===== src/rtl/servo_pkg.sv =====
// Shared FSM states, register map and pulse-width defaults for the servo slew sequencer.
package servo_pkg;

  localparam int unsigned DATA_W = 16;
  localparam int unsigned ADDR_W = 3;
  localparam int unsigned NUM_CH = 4;

  localparam int unsigned FRAME_CYCLES_DEF = 240000;
  localparam int unsigned PULSE_MIN_DEF    = 12000;
  localparam int unsigned PULSE_MAX_DEF    = 24000;
  localparam int unsigned PULSE_CENTER_DEF = 18000;
  localparam int unsigned DEFAULT_STEP_DEF = 120;

  typedef enum logic [1:0] {
    IDLE    = 2'd0,
    FETCH   = 2'd1,
    COMPUTE = 2'd2,
    COMMIT  = 2'd3
  } state_t;

  localparam logic [ADDR_W-1:0] ADDR_TARGET0 = 3'd0;
  localparam logic [ADDR_W-1:0] ADDR_TARGET1 = 3'd1;
  localparam logic [ADDR_W-1:0] ADDR_TARGET2 = 3'd2;
  localparam logic [ADDR_W-1:0] ADDR_TARGET3 = 3'd3;
  localparam logic [ADDR_W-1:0] ADDR_STEP    = 3'd4;
  localparam logic [ADDR_W-1:0] ADDR_ENABLE  = 3'd5;
  localparam logic [ADDR_W-1:0] ADDR_STATUS  = 3'd6;
  localparam logic [ADDR_W-1:0] ADDR_DEBUG   = 3'd7;

  // Saturate a one-bit-wider value into the legal pulse window.
  function automatic logic [DATA_W-1:0] clamp_pulse(input logic [DATA_W:0]   v,
                                                     input logic [DATA_W-1:0] lo,
                                                     input logic [DATA_W-1:0] hi);
    logic [DATA_W-1:0] r;
    if (v < {1'b0, lo}) begin
      r = lo;
    end else if (v > {1'b0, hi}) begin
      r = hi;
    end else begin
      r = v[DATA_W-1:0];
    end
    return r;
  endfunction

endpackage


===== src/rtl/servo_slew_sequencer_if.sv =====
// CPU-side register write/read port of the servo slew sequencer.
interface servo_slew_sequencer_if;
  import servo_pkg::*;

  logic              wr_en;
  logic [ADDR_W-1:0] wr_addr;
  logic [DATA_W-1:0] wr_data;
  logic [ADDR_W-1:0] rd_addr;
  logic [DATA_W-1:0] rd_data;

  modport master (
    output wr_en, wr_addr, wr_data, rd_addr,
    input  rd_data
  );

  modport slave (
    input  wr_en, wr_addr, wr_data, rd_addr,
    output rd_data
  );

endinterface


===== src/rtl/servo_slew_step.sv =====
// Combinational slew step: move cur toward tgt by at most step, then clamp to the pulse window.
module servo_slew_step
  import servo_pkg::*;
#(
  parameter int unsigned PULSE_MIN = PULSE_MIN_DEF,
  parameter int unsigned PULSE_MAX = PULSE_MAX_DEF
) (
  input  logic [DATA_W-1:0] cur,
  input  logic [DATA_W-1:0] tgt,
  input  logic [DATA_W-1:0] step,
  output logic [DATA_W-1:0] nxt,
  output logic              equal
);

  logic signed [DATA_W:0] diff;
  logic        [DATA_W:0] mag;
  logic        [DATA_W:0] raw;

  always_comb begin
    diff = $signed({1'b0, tgt}) - $signed({1'b0, cur});
    mag  = diff[DATA_W] ? $unsigned(-diff) : $unsigned(diff);
    if (mag <= {1'b0, step}) begin
      raw = {1'b0, tgt};
    end else if (!diff[DATA_W]) begin
      raw = {1'b0, cur} + {1'b0, step};
    end else begin
      raw = {1'b0, cur} - {1'b0, step};
    end
    nxt   = clamp_pulse(raw, DATA_W'(PULSE_MIN), DATA_W'(PULSE_MAX));
    equal = (nxt == tgt);
  end

endmodule


===== src/rtl/servo_slew_sequencer.sv =====
// Four-channel servo position sequencer: slews PWM pulse widths toward CPU targets once per frame.
// Optional settle interrupt built when SERVO_SETTLE_IRQ_EN is defined.
module servo_slew_sequencer
  import servo_pkg::*;
#(
  parameter int unsigned FRAME_CYCLES = FRAME_CYCLES_DEF,
  parameter int unsigned PULSE_MIN    = PULSE_MIN_DEF,
  parameter int unsigned PULSE_MAX    = PULSE_MAX_DEF,
  parameter int unsigned PULSE_CENTER = PULSE_CENTER_DEF,
  parameter int unsigned DEFAULT_STEP = DEFAULT_STEP_DEF
) (
  input  logic                   raw_clk,
  input  logic                   reset_n,
  servo_slew_sequencer_if.slave  bus,
  output logic [DATA_W-1:0]      servo_value_0,
  output logic [DATA_W-1:0]      servo_value_1,
  output logic [DATA_W-1:0]      servo_value_2,
  output logic [DATA_W-1:0]      servo_value_3,
  output logic                   frame_start,
  output logic [NUM_CH-1:0]      settled,
  output logic                   settle_irq
);

  localparam int unsigned       CNT_W    = (FRAME_CYCLES > 1) ? $clog2(FRAME_CYCLES) : 1;
  localparam logic [CNT_W-1:0]  CNT_LAST = CNT_W'(FRAME_CYCLES - 1);
  localparam logic [DATA_W-1:0] CENTER   = DATA_W'(PULSE_CENTER);

  logic [CNT_W-1:0]  frame_cnt;
  logic [DATA_W-1:0] target_q  [NUM_CH];
  logic [DATA_W-1:0] current_q [NUM_CH];
  logic [DATA_W-1:0] servo_q   [NUM_CH];
  logic [DATA_W-1:0] step_q;
  logic [NUM_CH-1:0] enable_q;

  state_t            state;
  logic [1:0]        ch;
  logic [DATA_W-1:0] tgt_q;
  logic [DATA_W-1:0] cur_q;
  logic [DATA_W-1:0] nxt_q;
  logic              eq_q;
  logic [DATA_W-1:0] step_nxt;
  logic              step_eq;

  // Free-running frame counter; frame_start is high while the counter reads 0.
  always_ff @(posedge raw_clk or negedge reset_n) begin
    if (!reset_n) begin
      frame_cnt   <= '0;
      frame_start <= 1'b0;
    end else if (frame_cnt == CNT_LAST) begin
      frame_cnt   <= '0;
      frame_start <= 1'b1;
    end else begin
      frame_cnt   <= frame_cnt + CNT_W'(1);
      frame_start <= 1'b0;
    end
  end

  // CPU-writable registers; targets are saturated as they are written.
  always_ff @(posedge raw_clk or negedge reset_n) begin
    if (!reset_n) begin
      for (int i = 0; i < NUM_CH; i++) target_q[i] <= CENTER;
      step_q   <= DATA_W'(DEFAULT_STEP);
      enable_q <= '0;
    end else if (bus.wr_en) begin
      case (bus.wr_addr)
        ADDR_TARGET0, ADDR_TARGET1, ADDR_TARGET2, ADDR_TARGET3:
          target_q[bus.wr_addr[1:0]] <= clamp_pulse({1'b0, bus.wr_data},
                                                    DATA_W'(PULSE_MIN), DATA_W'(PULSE_MAX));
        ADDR_STEP:   step_q   <= bus.wr_data;
        ADDR_ENABLE: enable_q <= bus.wr_data[NUM_CH-1:0];
        default: ;
      endcase
    end
  end

  always_ff @(posedge raw_clk or negedge reset_n) begin
    if (!reset_n) begin
      bus.rd_data <= '0;
    end else begin
      case (bus.rd_addr)
        ADDR_TARGET0, ADDR_TARGET1, ADDR_TARGET2, ADDR_TARGET3:
                     bus.rd_data <= target_q[bus.rd_addr[1:0]];
        ADDR_STEP:   bus.rd_data <= step_q;
        ADDR_ENABLE: bus.rd_data <= {{(DATA_W-NUM_CH){1'b0}}, enable_q};
        ADDR_STATUS: bus.rd_data <= {{(DATA_W-NUM_CH){1'b0}}, settled};
        ADDR_DEBUG:  bus.rd_data <= current_q[step_q[1:0]];
        default:     bus.rd_data <= '0;
      endcase
    end
  end

  servo_slew_step #(
    .PULSE_MIN (PULSE_MIN),
    .PULSE_MAX (PULSE_MAX)
  ) u_step (
    .cur   (cur_q),
    .tgt   (tgt_q),
    .step  (step_q),
    .nxt   (step_nxt),
    .equal (step_eq)
  );

  // Channel sweep: FETCH/COMPUTE/COMMIT per channel through the shared step unit.
  always_ff @(posedge raw_clk or negedge reset_n) begin
    if (!reset_n) begin
      state   <= IDLE;
      ch      <= 2'd0;
      tgt_q   <= CENTER;
      cur_q   <= CENTER;
      nxt_q   <= CENTER;
      eq_q    <= 1'b1;
      settled <= '1;
      for (int i = 0; i < NUM_CH; i++) begin
        current_q[i] <= CENTER;
        servo_q[i]   <= '0;
      end
    end else begin
      case (state)
        IDLE: begin
          if (frame_start) begin
            ch    <= 2'd0;
            state <= FETCH;
          end
        end
        FETCH: begin
          tgt_q <= target_q[ch];
          cur_q <= current_q[ch];
          state <= COMPUTE;
        end
        COMPUTE: begin
          nxt_q <= step_nxt;
          eq_q  <= step_eq;
          state <= COMMIT;
        end
        COMMIT: begin
          current_q[ch] <= nxt_q;
          settled[ch]   <= eq_q;
          servo_q[ch]   <= enable_q[ch] ? nxt_q : '0;
          if (ch == 2'd3) begin
            state <= IDLE;
          end else begin
            ch    <= ch + 2'd1;
            state <= FETCH;
          end
        end
        default: state <= IDLE;
      endcase
    end
  end

  assign servo_value_0 = servo_q[0];
  assign servo_value_1 = servo_q[1];
  assign servo_value_2 = servo_q[2];
  assign servo_value_3 = servo_q[3];

`ifdef SERVO_SETTLE_IRQ_EN
  logic              all_ok_q;
  logic [NUM_CH-1:0] sweep_ok_c;

  // Channel 3's settle bit is still in flight during its COMMIT, so take it from eq_q.
  always_comb begin
    sweep_ok_c = {eq_q, settled[2:0]} | ~enable_q;
  end

  always_ff @(posedge raw_clk or negedge reset_n) begin
    if (!reset_n) begin
      all_ok_q   <= 1'b1;
      settle_irq <= 1'b0;
    end else if ((state == COMMIT) && (ch == 2'd3)) begin
      settle_irq <= (&sweep_ok_c) & ~all_ok_q;
      all_ok_q   <= &sweep_ok_c;
    end else begin
      settle_irq <= 1'b0;
    end
  end
`else
  assign settle_irq = 1'b0;
`endif

endmodule


===== src/flat_wrapper.sv =====
// flat-port wrapper written by rule: the top's interface ports become plain ports
module servo_slew_sequencer_flat import servo_pkg::*;
#(
  parameter int unsigned FRAME_CYCLES = FRAME_CYCLES_DEF,
  parameter int unsigned PULSE_MIN    = PULSE_MIN_DEF,
  parameter int unsigned PULSE_MAX    = PULSE_MAX_DEF,
  parameter int unsigned PULSE_CENTER = PULSE_CENTER_DEF,
  parameter int unsigned DEFAULT_STEP = DEFAULT_STEP_DEF
)
  (raw_clk, reset_n, servo_value_0, servo_value_1, servo_value_2, servo_value_3, frame_start, settled, settle_irq, bus_wr_en, bus_wr_addr, bus_wr_data, bus_rd_addr, bus_rd_data);
  servo_slew_sequencer_if bus_i ();
  input  logic raw_clk;
  input  logic reset_n;
  output logic [DATA_W-1:0] servo_value_0;
  output logic [DATA_W-1:0] servo_value_1;
  output logic [DATA_W-1:0] servo_value_2;
  output logic [DATA_W-1:0] servo_value_3;
  output logic frame_start;
  output logic [NUM_CH-1:0] settled;
  output logic settle_irq;
  input wire logic [$bits(bus_i.wr_en)-1:0] bus_wr_en;
  input wire logic [$bits(bus_i.wr_addr)-1:0] bus_wr_addr;
  input wire logic [$bits(bus_i.wr_data)-1:0] bus_wr_data;
  input wire logic [$bits(bus_i.rd_addr)-1:0] bus_rd_addr;
  output wire logic [$bits(bus_i.rd_data)-1:0] bus_rd_data;
  assign bus_i.wr_en = bus_wr_en;
  assign bus_i.wr_addr = bus_wr_addr;
  assign bus_i.wr_data = bus_wr_data;
  assign bus_i.rd_addr = bus_rd_addr;
  assign bus_rd_data = bus_i.rd_data;
  servo_slew_sequencer #(.FRAME_CYCLES(FRAME_CYCLES), .PULSE_MIN(PULSE_MIN), .PULSE_MAX(PULSE_MAX), .PULSE_CENTER(PULSE_CENTER), .DEFAULT_STEP(DEFAULT_STEP)) u_core (.raw_clk(raw_clk), .reset_n(reset_n), .bus(bus_i), .servo_value_0(servo_value_0), .servo_value_1(servo_value_1), .servo_value_2(servo_value_2), .servo_value_3(servo_value_3), .frame_start(frame_start), .settled(settled), .settle_irq(settle_irq));
endmodule

===== config.mk =====
export PLATFORM = sky130hd
export DESIGN_NAME = servo_slew_sequencer_flat
export DESIGN_NICKNAME = d
export VERILOG_FILES = /design/src/rtl/servo_pkg.sv /design/src/rtl/servo_slew_sequencer_if.sv /design/src/rtl/servo_slew_step.sv /design/src/rtl/servo_slew_sequencer.sv /design/src/flat_wrapper.sv
export SDC_FILE = /design/constraint.sdc
export NUM_CORES = 1
export LEC_CHECK = 0
export ABC_CLOCK_PERIOD_IN_PS = 9000
export BUFFER_PORTS_ARGS = -buffer_cell sky130_fd_sc_hd__buf_4
export CORE_MARGIN = 2
export CORE_UTILIZATION = 50
export DETAILED_ROUTE_END_ITERATION = 8
export PLACE_DENSITY = 0.65
export SYNTH_ARGS = -nofsm -noshare
export SYNTH_HDL_FRONTEND = slang
export SYNTH_SLANG_ARGS = --single-unit

===== constraint.sdc =====
create_clock -name raw_clk -period 9 [get_ports raw_clk]
set_clock_uncertainty 0.15 [all_clocks]
set_input_delay 1.8 -clock raw_clk [delete_from_list [all_inputs] [get_ports raw_clk]]
set_output_delay 1.8 -clock raw_clk [all_outputs]
set_load 0.01 [all_outputs]

==> results.json <==
{
  "syn-instance-count": 1692,
  "post_cts_buffers": 0,
  "remaining_drc_errors": 0,
  "detailedRoute.firstIterationViolations": 1223,
  "ys_ff_latch": 304,
  "htree_levels": 2,
  "ff2ff_path_depth": 22,
  "num_vias": 13510,
  "period_share_pct": 77.57,
  "largestRegisters": "u_core.current_q x64, u_core.target_q x64, u_core.frame_cnt x18",
  "cts.clk_slew.worst_paths_ps": 60,
  "detailed_place_hpwl_um": 35660,
  "final-setup-viol-count": 0,
  "holdBufCountCts": 0,
  "hold_path_depth": 1,
  "fmax_ghz": 0.1432,
  "start_util_pct": 50.72,
  "cts_tree": "done",
  "power_density_nw_per_um2": 179.4,
  "fin_crit_ps": 6981,
  "r2r_end": "u_core.eq_q$_DFFE_PN1N_",
  "ys.warnings.count": 0,
  "cts.repair.resized": 0,
  "yosysSeqAreaShare_pct": 45.31,
  "share_comb_of_total_power_pct": 15.0,
  "multi_input_area_um2": 8655,
  "path_max_fanout": 27,
  "grt_max_degree": 128,
  "hold_path_class": "reg -> reg",
  "netlist_area_um2": 16970,
  "grt_setup_unrepaired": "no",
  "cts_buffers": 35,
  "critPathKind": "reg -> reg",
  "drt-wirelength-per-cell_um": 22.07,
  "ir_worst_vdd_mv": 0.1329,
  "insertion_delay_ps": 520,
  "fin_tns_setup_ps": 0,
  "crit_required_ps": 9260,
  "synthArstFlopShare_pct": 100.0,
  "cp-start-kind": "register",
  "ff2ff_setup_slack_ps": 2020,
  "first_pass_iters": 5,
  "syn_nets": 1779,
  "rows": 67,
  "design.core.area_um2": 33450,
  "p_switching_mw": 0.9573,
  "grt_usage_pct": 28.21,
  "fillers": 2898,
  "ios": 111,
  "synth_ff_type": "dfrtp_1",
  "p_total_mw": 3.450,
  "gp_congestion": 0.9673,
  "dieWidth_um": 188.2,
  "diodes": 0,
  "seqPwrFrac_pct": 44.1,
  "cts-root-buf": "clkbuf_16",
  "internal-power_mw": 2.492,
  "dieArea_um2": 35420,
  "finalWirelength_um": 49370,
  "cp-end-kind": "register",
  "antenna_found_initial": 1,
  "p_clk_share_pct": 40.9,
  "switching_share_pct": 27.75,
  "die_h_um": 188.2,
  "cp.arrival_ps": 7240,
  "status": "finished clean",
  "synth-edff-count": 0,
  "place_ws_ps": 2194,
  "synth_area_leaders": "dfrtp_1 (35%), dfstp_2 (9.9%), mux4_2 (9.2%), o21ai_0 (6.8%), nand2_1 (6.0%)",
  "grt_pass1_wl_um": 76870,
  "crit_end": "u_core.eq_q$_DFFE_PN1N_",
  "hold_ws_ps": 326.6,
  "grt_overflow_total": 0,
  "drv_cap": 0,
  "crit_start": "u_core.tgt_q[0]$_DFFE_PN0N_",
  "r2r-start": "u_core.tgt_q[0]$_DFFE_PN0N_",
  "synth_area_leader_cell": "dfrtp_1",
  "area_growth_pct": 13.37,
  "finalWorstSetupSlack_ps": 2019,
  "ant_nets": 0,
  "ctsLongestPathBuffers": 3,
  "hold_violations": 0,
  "drive_gt1_share_pct": 22.92,
  "layout.area.seq_um2": 7689,
  "cts.sinks": 304,
  "grt_pass1_vias": 13150,
  "syn-mean-instance-area_um2": 10.03,
  "p_leak_nw": 8.468,
  "slew_headroom_pct": 22.32,
  "vias_per_cell": 6.039,
  "ys_types": 94,
  "slew_violations": 0,
  "yosysTopAreaCellShare_pct": 35.40,
  "portBuffers": 109,
  "nets": 1850,
  "tightest_slew_ps": 1161
}
power groups by stage:
stage / Clock [mW] / Sequential (mW) / Combinational [mW]
finish: 1.41 / 1.52 / 0.517
global route: 1.50 / 1.53 / 0.567
CTS: 1.44 / 1.52 / 0.514
detailed placement: 0 / 1.54 / 0.511
global placement: 0 / 1.54 / 0.506
floorplan: 0 / 1.52 / 0.332
synth_stat cells, drive strengths merged, types with 4 or more instances:
master	number
o211ai	4
and2	14
dfrtp	240
o2111ai	8
clkbuf	75
nor4	8
nand2	273
o21ai	235
o31ai	8
mux2	64
o22ai	11
nand3	33
a211oi	13
ha	60
mux4	69
nor2b	9
dfstp	64
a211o	5
and3	9
nand4	11
nor3	29
o21bai	7
o21a	9
a22oi	15
o221ai	4
a21oi	69
or2	7
xnor2	39
xor2	19
a21o	17
nor2	105
inv	69
buf	12
or4	5
nand2b	8
a31oi	13
and4	4
area by class of cell:
class / instances / share of cell area (%)
multi-input combinational: 1231 / 44.99
inverter: 69 / 1.347
sequential: 304 / 39.97
clock buffer: 51 / 5.230
timing repair buffer: 122 / 4.801
tap: 448 / 2.914
clock inverter: 12 / 0.7416
per-stage QoR:
stage          util, %  cells  cell area (um2)
3_3_place_gp     54.07   2174            18090
2_1_floorplan        -   1692            16970
5_1_grt          57.51   2237            19230
4_1_cts          57.51   2237            19230
6_report         57.51   2237            19230
3_5_place_dp     54.07   2174            18090
routing by layer:
layer	GRT usage [%]	part of all wire [%]	vias to the layer above
met5	0	0	-
met4	12.84	4.9	0
met3	5.383	6.6	117
met2	42.31	45	475
met1	40.02	44	6707
li1	-	-	6211
worst min path at each step:
stage | startpoint | endpoint
CTS | u_core.target_q[30]$_DFFE_PN1P_ | u_core.target_q[30]$_DFFE_PN1P_
floorplan | u_core.target_q[30]$_DFFE_PN1P_ | u_core.target_q[30]$_DFFE_PN1P_
global route | u_core.target_q[14]$_DFFE_PN1P_ | u_core.target_q[14]$_DFFE_PN1P_
detailed placement | u_core.target_q[30]$_DFFE_PN1P_ | u_core.target_q[30]$_DFFE_PN1P_
finish | u_core.frame_cnt[4]$_DFF_PN0_ | u_core.frame_cnt[4]$_DFF_PN0_
global placement | u_core.target_q[14]$_DFFE_PN1P_ | u_core.target_q[14]$_DFFE_PN1P_
critical path, cell delays in order, from the launching register on:
cell       delay (ps)
dfrtp_1           390
inv_1             100
ha_1              220
fa_1              410
nand2b_1          210
a21o_1            200
a211o_1           270
o21ai_1           220
nand2_1            90
nand2_1           520
a21oi_1           120
xnor2_1           160
ha_1              310
a2111oi_0         380
o21ai_0           170
o2111ai_1         210
a31oi_1           230
o21ba_1           920
o31ai_2           370
o31a_2            530
o21ai_0           200
o2111ai_1         130
o32ai_1           310
cell usage in the layout (no fill, tap or decap), drive strengths merged, types with 11 or more instances in the layout:
cell / n
buf: 122
clkbuf: 51
ha: 60
mux2: 64
xnor2: 39
a211oi: 13
nor2: 105
o22ai: 11
inv: 69
a31oi: 13
dfrtp: 240
dfstp: 64
mux4: 69
nand2: 273
o21ai: 235
nand3: 33
nor3: 29
xor2: 19
a22oi: 15
and2: 14
a21oi: 69
a21o: 17
nand4: 11
logic make-up (layout without fill, tap and decap cells):
logic type	Yosys count	after routing	share of synthesized area (%)
AND/OR/NAND/NOR	532	532	14.09
AO/OA/AOI/OAI	442	442	15.59
flip-flops	304	304	45.31
buffers and inverters	157	254	3.754
multiplexers	136	136	13.58
adder cells (fa/ha/maj)	62	62	4.661
XOR/XNOR	58	58	2.994
other	1	1	0.02210
(Power assumes the default switching activity.)
